[src/rtl/audio_pkg.sv]
// Shared types and helpers for the I2S capture path.
package audio_pkg;

  localparam int unsigned SAMPLE_W   = 24;
  localparam int unsigned MSB_W      = 8;
  localparam int unsigned SLOT_BCLKS = 32;

  typedef logic signed [SAMPLE_W-1:0] sample_t;
  typedef logic        [SAMPLE_W-1:0] mag_t;

  typedef enum logic {
    CH_LEFT  = 1'b0,
    CH_RIGHT = 1'b1
  } chan_e;

  // |x|, with the most negative code clamped to the largest positive magnitude.
  function automatic mag_t sample_mag(input sample_t x);
    mag_t m;
    if (x[SAMPLE_W-1] && (x[SAMPLE_W-2:0] == '0)) begin
      m = {1'b0, {(SAMPLE_W-1){1'b1}}};
    end else if (x[SAMPLE_W-1]) begin
      m = mag_t'(-x);
    end else begin
      m = mag_t'(x);
    end
    return m;
  endfunction

endpackage

[src/rtl/i2s_sync_edge.sv]
// Brings the I2S lines into the system clock domain and flags BCLK rising edges.
module i2s_sync_edge (
  input  logic clk,
  input  logic reset,
  input  logic bclk,
  input  logic lrclk,
  input  logic sdata,
  output logic bclk_rise,
  output logic lrclk_s,
  output logic sdata_s
);

  logic [2:0] bclk_q;
  logic [1:0] lrclk_q;
  logic [1:0] sdata_q;

  // All three lines share the same two-flop depth; bclk gets a third stage for edge detect.
  always_ff @(posedge clk or posedge reset) begin
    if (reset) begin
      bclk_q  <= '0;
      lrclk_q <= '0;
      sdata_q <= '0;
    end else begin
      bclk_q  <= {bclk_q[1:0], bclk};
      lrclk_q <= {lrclk_q[0], lrclk};
      sdata_q <= {sdata_q[0], sdata};
    end
  end

  assign bclk_rise = bclk_q[1] & ~bclk_q[2];
  assign lrclk_s   = lrclk_q[1];
  assign sdata_s   = sdata_q[1];

endmodule

[src/rtl/i2s_audio_capture.sv]
// I2S stereo receiver with frame strobe, MSB taps and silence / clock-loss detection.
module i2s_audio_capture
  import audio_pkg::*;
#(
  parameter int unsigned SAMPLE_WIDTH    = 24,
  parameter int unsigned SILENCE_THRESH  = 16,
  parameter int unsigned SILENCE_SAMPLES = 96000,
  parameter int unsigned TIMEOUT_CLKS    = 4096
) (
  input  logic                clk,
  input  logic                reset,
  input  logic                i2s_bclk,
  input  logic                i2s_lrclk,
  input  logic                i2s_sdata,
  output logic [SAMPLE_W-1:0] l_sample,
  output logic [SAMPLE_W-1:0] r_sample,
  output logic [MSB_W-1:0]    l_audio_msb,
  output logic [MSB_W-1:0]    r_audio_msb,
  output logic                audio_clk_enable,
  output logic                audio_enable,
  output logic                frame_err
);

  localparam int unsigned BCW = $clog2(SLOT_BCLKS) + 1;
  localparam int unsigned TCW = $clog2(TIMEOUT_CLKS + 1);
  localparam int unsigned SCW = $clog2(SILENCE_SAMPLES + 1);

  localparam logic [BCW-1:0] BITS_FULL = BCW'(SAMPLE_WIDTH);
  localparam logic [TCW-1:0] TMO_MAX   = TCW'(TIMEOUT_CLKS);
  localparam logic [TCW-1:0] TMO_LAST  = TCW'(TIMEOUT_CLKS - 1);
  localparam logic [SCW-1:0] SIL_MAX   = SCW'(SILENCE_SAMPLES);
  localparam logic [SCW-1:0] SIL_LAST  = SCW'(SILENCE_SAMPLES - 1);
  localparam mag_t           THRESH    = mag_t'(SILENCE_THRESH);

  logic bclk_rise;
  logic lrclk_s;
  logic sdata_s;

  chan_e          ws_prev;
  logic [BCW-1:0] bit_cnt;
  sample_t        shift_reg;
  sample_t        l_hold;
  logic           l_valid;
  logic           aligned;
  logic [TCW-1:0] tcnt;
  logic [SCW-1:0] scnt;

  logic boundary;
  logic slot_full;
  logic commit_l;
  logic strobe_ev;
  logic short_slot;
  logic timeout;
  logic quiet;

  i2s_sync_edge u_sync (
    .clk       (clk),
    .reset     (reset),
    .bclk      (i2s_bclk),
    .lrclk     (i2s_lrclk),
    .sdata     (i2s_sdata),
    .bclk_rise (bclk_rise),
    .lrclk_s   (lrclk_s),
    .sdata_s   (sdata_s)
  );

  // Slot-boundary decode and the events it produces this cycle.
  always_comb begin
    boundary   = bclk_rise && (chan_e'(lrclk_s) != ws_prev);
    slot_full  = (bit_cnt >= BITS_FULL);
    commit_l   = boundary && aligned && slot_full && (ws_prev == CH_LEFT);
    strobe_ev  = boundary && aligned && slot_full && (ws_prev == CH_RIGHT) && l_valid;
    short_slot = boundary && aligned && !slot_full;
    timeout    = !strobe_ev && (tcnt == TMO_LAST);
    quiet      = (sample_mag(l_hold) <= THRESH) && (sample_mag(shift_reg) <= THRESH);
  end

  // Slot framing: a slot only counts once its opening boundary has been seen,
  // so whatever is in flight at reset or clock loss is dropped silently.
  always_ff @(posedge clk or posedge reset) begin
    if (reset) begin
      ws_prev   <= CH_LEFT;
      bit_cnt   <= '0;
      shift_reg <= '0;
      aligned   <= 1'b0;
      l_hold    <= '0;
      l_valid   <= 1'b0;
      frame_err <= 1'b0;
    end else begin
      frame_err <= short_slot;
      if (bclk_rise) begin
        ws_prev <= chan_e'(lrclk_s);
      end
      if (timeout) begin
        bit_cnt <= '0;
        l_valid <= 1'b0;
        aligned <= 1'b0;
      end else if (boundary) begin
        bit_cnt <= '0;
        aligned <= 1'b1;
        if (commit_l) begin
          l_hold  <= shift_reg;
          l_valid <= 1'b1;
        end else begin
          l_valid <= 1'b0;
        end
      end else if (bclk_rise && (bit_cnt < BITS_FULL)) begin
        shift_reg <= {shift_reg[SAMPLE_W-2:0], sdata_s};
        bit_cnt   <= bit_cnt + 1'b1;
      end
    end
  end

  // Output registers, silence counter and clock-loss watchdog; a strobe beats a timeout.
  always_ff @(posedge clk or posedge reset) begin
    if (reset) begin
      l_sample         <= '0;
      r_sample         <= '0;
      audio_clk_enable <= 1'b0;
      audio_enable     <= 1'b0;
      tcnt             <= TMO_MAX;
      scnt             <= SIL_MAX;
    end else begin
      audio_clk_enable <= strobe_ev;
      if (strobe_ev) begin
        l_sample <= l_hold;
        r_sample <= shift_reg;
        tcnt     <= '0;
        if (!quiet) begin
          scnt         <= '0;
          audio_enable <= 1'b1;
        end else begin
          if (scnt != SIL_MAX) begin
            scnt <= scnt + 1'b1;
          end
          if (scnt >= SIL_LAST) begin
            audio_enable <= 1'b0;
          end
        end
      end else if (timeout) begin
        tcnt         <= TMO_MAX;
        scnt         <= SIL_MAX;
        audio_enable <= 1'b0;
      end else if (tcnt != TMO_MAX) begin
        tcnt <= tcnt + 1'b1;
      end
    end
  end

  assign l_audio_msb = l_sample[SAMPLE_W-1 -: MSB_W];
  assign r_audio_msb = r_sample[SAMPLE_W-1 -: MSB_W];

endmodule
[config.mk]
export PLATFORM = sky130hd
export DESIGN_NAME = i2s_audio_capture
export DESIGN_NICKNAME = d
export VERILOG_FILES = /design/src/rtl/audio_pkg.sv /design/src/rtl/i2s_sync_edge.sv /design/src/rtl/i2s_audio_capture.sv
export SDC_FILE = /design/constraint.sdc
export NUM_CORES = 1
export LEC_CHECK = 0
export CORE_UTILIZATION = 50
export CTS_CLUSTER_SIZE = 24
export DETAILED_ROUTE_END_ITERATION = 10
export PLACE_DENSITY = 0.79
export REMOVE_ABC_BUFFERS = 1
export SLEW_MARGIN = 40
export SYNTH_ARGS = -nofsm -noshare
export SYNTH_HDL_FRONTEND = slang
export SYNTH_SLANG_ARGS = --single-unit
[constraint.sdc]
create_clock -name clk -period 8.8 [get_ports clk]
set_input_delay 1.76 -clock clk [delete_from_list [all_inputs] [get_ports clk]]
set_output_delay 1.76 -clock clk [all_outputs]
set_load 0.01 [all_outputs]
==> qor.yml, run 1 <==
hold_path_end: "u_sync.bclk_q[1]$_DFF_PP0_"
cts.htree.levels: 4
synthToLayoutAreaGrowth_pct: 16.0
power.switching_mw: 0.508
routed_wirelength_mm: 17.5
cp_max_fo: 17
grt_usage_pct: 23.1
synthArstFlopShare_pct: 100
p_leak_nw: 3.93
hp-start: "u_sync.bclk_q[0]$_DFF_PP0_"
holdPathStages: 0
skew_ps: 6.19
clock-sinks: 145
path_buf_inv: 1
fmax_mhz: 262
reg2reg_slack_ps: 4980
r2r_cells: 10
post_cts_buffers: 0
dp_slack_ps: 4920
max_slew.worst_pin.slew_ps: 837
wl_per_cell_um: 17.0
avgSynthCellArea_um2: 9.34
pwr-share-comb_pct: 12.8
clockBufferDepth: 2
layout-drive-gt1-share_pct: 11.9
outcome: "complete, but fails checks"
fin_crit_ps: 3820
synth_top_area_share_pct: 45.1
multi_input_area_mm2: 0.00345
port_buffers: 71
drv_cap: 0
num_vias: 6098
yosys.area.top_type: "dfrtp_1"
synth_commonest_cells: "nand2_1 (150), dfrtp_1 (137), nor2_1 (52)"
dieWidth_um: 125
switching_share_pct: 29.0
synth-seq-cells: 145
endpoint_kind: "flop"
grt_pass1_wl_mm: 29.2
hpwl_mm: 11.6
antenna_found_initial: 0
drc: 6
path_depth: 10
diodes: 0
pwr-share-clk_pct: 42.2
synth_most_common_cell: "nand2_1"
area.sequential_mm2: 0.00364
setup-violations-final: 0
required_ps: 9130
die_y_um: 125
antenna_left: 0
hold_buffers: 0
initial_core_util_pct: 51.7
reg2reg_to: "scnt[8]$_DFFE_PP1P_"
crit-reg2reg-launch: "l_hold[1]$_DFFE_PP0P_"
max_slew_margin_pct: 43.7
p_seq_share_pct: 45.0
cts_tree: "yes"
yosys_warnings: 0
path_cells: "inv_1 > ha_1 > or3b_1 > or4_4 > o41ai_4 > xnor2_1 > nor4b_4 > and2_1 > nand3_4 > o221ai_1"
place_congestion: 0.922
rows: 44
path_delay_family: "simple AND/OR/NAND/NOR gates"
synth.area.top_cells: "dfrtp_1 (45%), nand2_1 (7.4%), mux2_2 (5.8%)"
numCtsBuffers: 17
cp_slowest_cell: "and2_1"
n_fill_cell: 1207
gr-total-overflow: 0
critical_path_class: "reg2reg"
layout_setup_ws_ps: 4980
syn_inst: 814
synth_area_mm2: 0.00760
fp.dieArea_mm2: 0.0157
synth-edff-count: 0
coreArea_mm2: 0.0147
rsz0062_at_grt: "false"
drt_first_pass_iters: 9
vias_per_cell: 5.91
yosysSeqAreaShare_pct: 47.9
hold_violations: 0
grt_start_max_net_pins: 75
finalCritPeriodShare_pct: 43.4
slew_violations: 0
cts-resized-gates: 0
p_per_area_mw_per_mm2: 199
ys.flop_type: "dfrtp_1"
ios: 72
grt_pass1_vias: 5760
ys_types: 75
crit_arrival_ps: 4160
startpoint_type: "flop"
violations: "design-rule violations"
cpPeakStageDelay_ps: 700
root_buffer: "clkbuf_16"
p_int_mw: 1.25
fin_nets: 847
ir_worst_vdd_uv: 139
holdCritPathClass: "reg2reg"
worstSkewPairLatency_ps: 420
clkSlewWorstSetupHoldPaths_ps: 60
drt-initial-drc-count: 593
setup-tns-final_ps: 0
## power by group through the flow
stage | Combinational (mW) | Clock (mW) | Sequential [mW]
global route | 0.251 | 0.784 | 0.796
floorplan | 0.168 | 0 | 0.768
finish | 0.224 | 0.741 | 0.789
detailed placement | 0.218 | 0 | 0.794
CTS | 0.221 | 0.754 | 0.784
global placement | 0.211 | 0 | 0.789
## per-layer routing
metal	GRT usage (%)	up-vias	wire length, um
li1	-	2880	-
met2	34.5	250	7900
met1	32.8	2937	8090
met3	5.86	31	1210
met5	0	-	0
met4	8.03	0	289
## worst max path at each step
stage	from	to	slack [ps]
floorplan	reset	aligned$_DFFE_PP0P_	3160
global placement	reset	l_sample[9]$_DFFE_PP0P_	5090
detailed placement	shift_reg[0]$_DFFE_PP0P_	scnt[8]$_DFFE_PP1P_	4920
CTS	shift_reg[0]$_DFFE_PP0P_	scnt[8]$_DFFE_PP1P_	4920
global route	shift_reg[0]$_DFFE_PP0P_	scnt[1]$_DFFE_PP0P_	4640
finish	l_hold[1]$_DFFE_PP0P_	scnt[8]$_DFFE_PP1P_	4980
## cells in the final DEF (no fill, tap or decap), drive strengths merged, types with 4 or more instances in the layout
master	instances
a21oi	19
a31oi	7
a41oi	7
and2	5
and3	13
buf	4
clkbuf	17
clkdlybuf4s50	71
clkinv	5
dfrtp	137
dfstp	8
ha	8
inv	41
mux2	39
mux2i	10
nand2	150
nand2b	6
nand3	31
nand3b	5
nand4	19
nor2	53
nor2b	4
nor3	14
nor4	16
nor4b	6
o2111ai	4
o21ai	48
o221ai	4
or2	4
or3	4
or4	7
xnor2	5
xor2	13
## stage by stage
stage               cell area, um^2  power [mW]  hold WS, ps  cells  util, %
finish                         8820        1.75          358   1031     60.0
global route                   8820        1.83          366   1031     60.0
CTS                            8810        1.76          366   1031     59.9
detailed placement             8200        1.01          338    999     55.8
global placement               8190        1.00          337    999     55.7
floorplan                      7220       0.936          331    740        -
## cell families (layout without fill, tap and decap cells)
group,Yosys count,after routing,synth area share [%]
xor gates and xnor gates,18,18,2.07
adders and majority gates,8,8,1.32
buffers and inverters,111,144,6.88
muxes,49,49,7.10
DFF,145,145,47.9
and+or+nand+nor,347,347,22.6
AOI/OAI and AO/OA,136,136,12.2
## cell type report
cell class	count	share of cell area (%)
Clock inverter	15	2.07
Inverter	37	1.63
Timing Repair Buffer	75	8.44
Tap cell	184	2.61
Multi-Input combinational cell	558	39.1
Clock buffer	17	4.83
Sequential cell	145	41.3
No activity file was read; power rests on OpenSTA's default activity.
==> run 2: changes to the inputs <==
==> constraint.sdc (replaced) <==
create_clock -name clk -period 3.55 [get_ports clk]
set_input_delay 0.71 -clock clk [delete_from_list [all_inputs] [get_ports clk]]
set_output_delay 0.71 -clock clk [all_outputs]
set_load 0.01 [all_outputs]
==> run 2 against run 1 <==
  * Non-clock buffer count up 28
  * Critical path depth up 1
  * The run still ends with design-rule violations left
  * Via count is 1.5% higher
  * Hold slack got worse by 11 ps
  * Fmax grew 16%
  * Clock skew increased by 4.4 ps
  * Sequential power rose by 140%
==> qor.yml, run 2 (synthesis results as in run 1) <==
num_vias: 6187
coreArea_mm2: 0.0147
layout-drive-gt1-share_pct: 14.4
routed_wirelength_mm: 17.2
antenna_found_initial: 0
post_cts_buffers: 0
p_leak_nw: 4.08
cts.htree.levels: 4
vias_per_cell: 5.84
fin_nets: 875
hpwl_mm: 11.9
drt-initial-drc-count: 441
fp.dieArea_mm2: 0.0157
root_buffer: "clkbuf_16"
grt_usage_pct: 23.1
max_slew.worst_pin.slew_ps: 732
violations: "design-rule violations"
dieWidth_um: 125
final_cell_mix: "nand2_1 (150), dfrtp_1 (137), clkdlybuf4s50_1 (71)"
fin_util_pct: 61.6
fmax_mhz: 303
holdCritPathClass: "reg2reg"
crit-reg2reg-launch: "l_hold[1]$_DFFE_PP0P_"
drt_first_pass_iters: 8
clkSlewWorstSetupHoldPaths_ps: 60
antenna_left: 0
power.switching_mw: 1.28
ir_worst_vdd_uv: 392
clock-sinks: 145
power.total_mw: 4.45
rows: 44
outcome: "complete, but fails checks"
finalCritPeriodShare_pct: 93.1
ios: 72
dpl_cell_area_mm2: 0.00843
path_delay_family: "simple AND/OR/NAND/NOR gates"
hold_buffers: 0
cts-resized-gates: 0
clockBufferDepth: 2
path_depth: 11
p_per_area_mw_per_mm2: 491
grt_start_max_net_pins: 75
pwr-share-clk_pct: 42.2
diodes: 0
path_cells: "inv_1 > ha_1 > or3b_1 > or4_4 > o41ai_4 > xnor2_1 > nor4b_4 > and2_1 > buf_4 > a41oi_1 > o21ai_0"
port_buffers: 71
switching_share_pct: 28.8
synthToLayoutAreaGrowth_pct: 19.1
multi_input_area_mm2: 0.00344
rsz0062_at_grt: "false"
final_common_cell: "nand2_1"
n_fill_cell: 1204
crit_start: "l_hold[1]$_DFFE_PP0P_"
cp_max_fo: 9
numCtsBuffers: 17
gr-total-overflow: 0
grt_pass1_wl_mm: 29.0
reg2reg_slack_ps: 240
die_y_um: 125
crit_end: "scnt[2]$_DFFE_PP0P_"
drv_cap: 0
hold_violations: 0
grt_pass1_vias: 5797
final_cell_area_mm2: 0.00905
wl_per_cell_um: 16.2
cpPeakStageDelay_ps: 600
r2r_cells: 11
holdPathStages: 0
hold_slack_ps: 347
max_slew_margin_pct: 50.8
startpoint_type: "flop"
cts_tree: "yes"
critical_path_class: "reg2reg"
required_ps: 3890
area.sequential_mm2: 0.00364
slew_violations: 0
skew_ps: 10.5
crit_arrival_ps: 3650
p_int_mw: 3.17
reg2reg_to: "scnt[2]$_DFFE_PP0P_"
pwr-share-comb_pct: 14.4
worstSkewPairLatency_ps: 430
place_congestion: 0.952
cp_slowest_cell: "or4_4"
path_buf_inv: 2
endpoint_kind: "flop"
drc: 5
setup-violations-final: 0
p_seq_share_pct: 43.4
initial_core_util_pct: 51.7
fin_crit_ps: 3310
-- run 2: cell type report --
class                   count  share of cell area, %
well taps                 184                   2.54
flip-flops and latches    145                   40.2
clock buffers              17                   4.70
repair buffers            103                   10.8
multi-input cells         558                   38.0
inverters                  37                   1.59
clock inverters            15                   2.17
-- run 2: how the worst min path moves through the flow --
stage,start,end,slack [ps]
2_1_floorplan,u_sync.bclk_q[0]$_DFF_PP0_,u_sync.bclk_q[1]$_DFF_PP0_,330
3_3_place_gp,u_sync.lrclk_q[0]$_DFF_PP0_,u_sync.lrclk_q[1]$_DFF_PP0_,330
3_5_place_dp,u_sync.sdata_q[0]$_DFF_PP0_,u_sync.sdata_q[1]$_DFF_PP0_,330
4_1_cts,u_sync.sdata_q[0]$_DFF_PP0_,u_sync.sdata_q[1]$_DFF_PP0_,350
5_1_grt,u_sync.lrclk_q[0]$_DFF_PP0_,u_sync.lrclk_q[1]$_DFF_PP0_,360
6_report,u_sync.lrclk_q[0]$_DFF_PP0_,u_sync.lrclk_q[1]$_DFF_PP0_,350
-- run 2: power groups by stage --
stage                     sequential [mW]  clock, mW  combinational (mW)
final                                1.93       1.88               0.639
after global routing                 1.95       1.98               0.706
after CTS                            1.92       1.90               0.636
after detailed placement             1.95          0               0.630
after global placement               1.94          0               0.622
after floorplan                      1.90          0               0.417
-- run 2: metrics by stage --
| stage | setup WS [ps] | setup TNS [ps] | std cells |
|---|---|---|---|
| floorplan | -1040 | -142670 | 740 |
| global placement | 365 | 0 | 1027 |
| detailed placement | 257 | 0 | 1027 |
| CTS | 238 | 0 | 1059 |
| global route | 42.5 | 0 | 1059 |
| finish | 244 | 0 | 1059 |
-- run 2: per-layer routing --
metal | vias to the layer above | global-route usage (%) | part of all wire [%]
met5 | - | 0 | 0
met4 | 0 | 7.89 | 1.4
met3 | 27 | 5.31 | 6.0
met2 | 210 | 34.9 | 45
met1 | 3011 | 32.8 | 47
li1 | 2939 | - | -
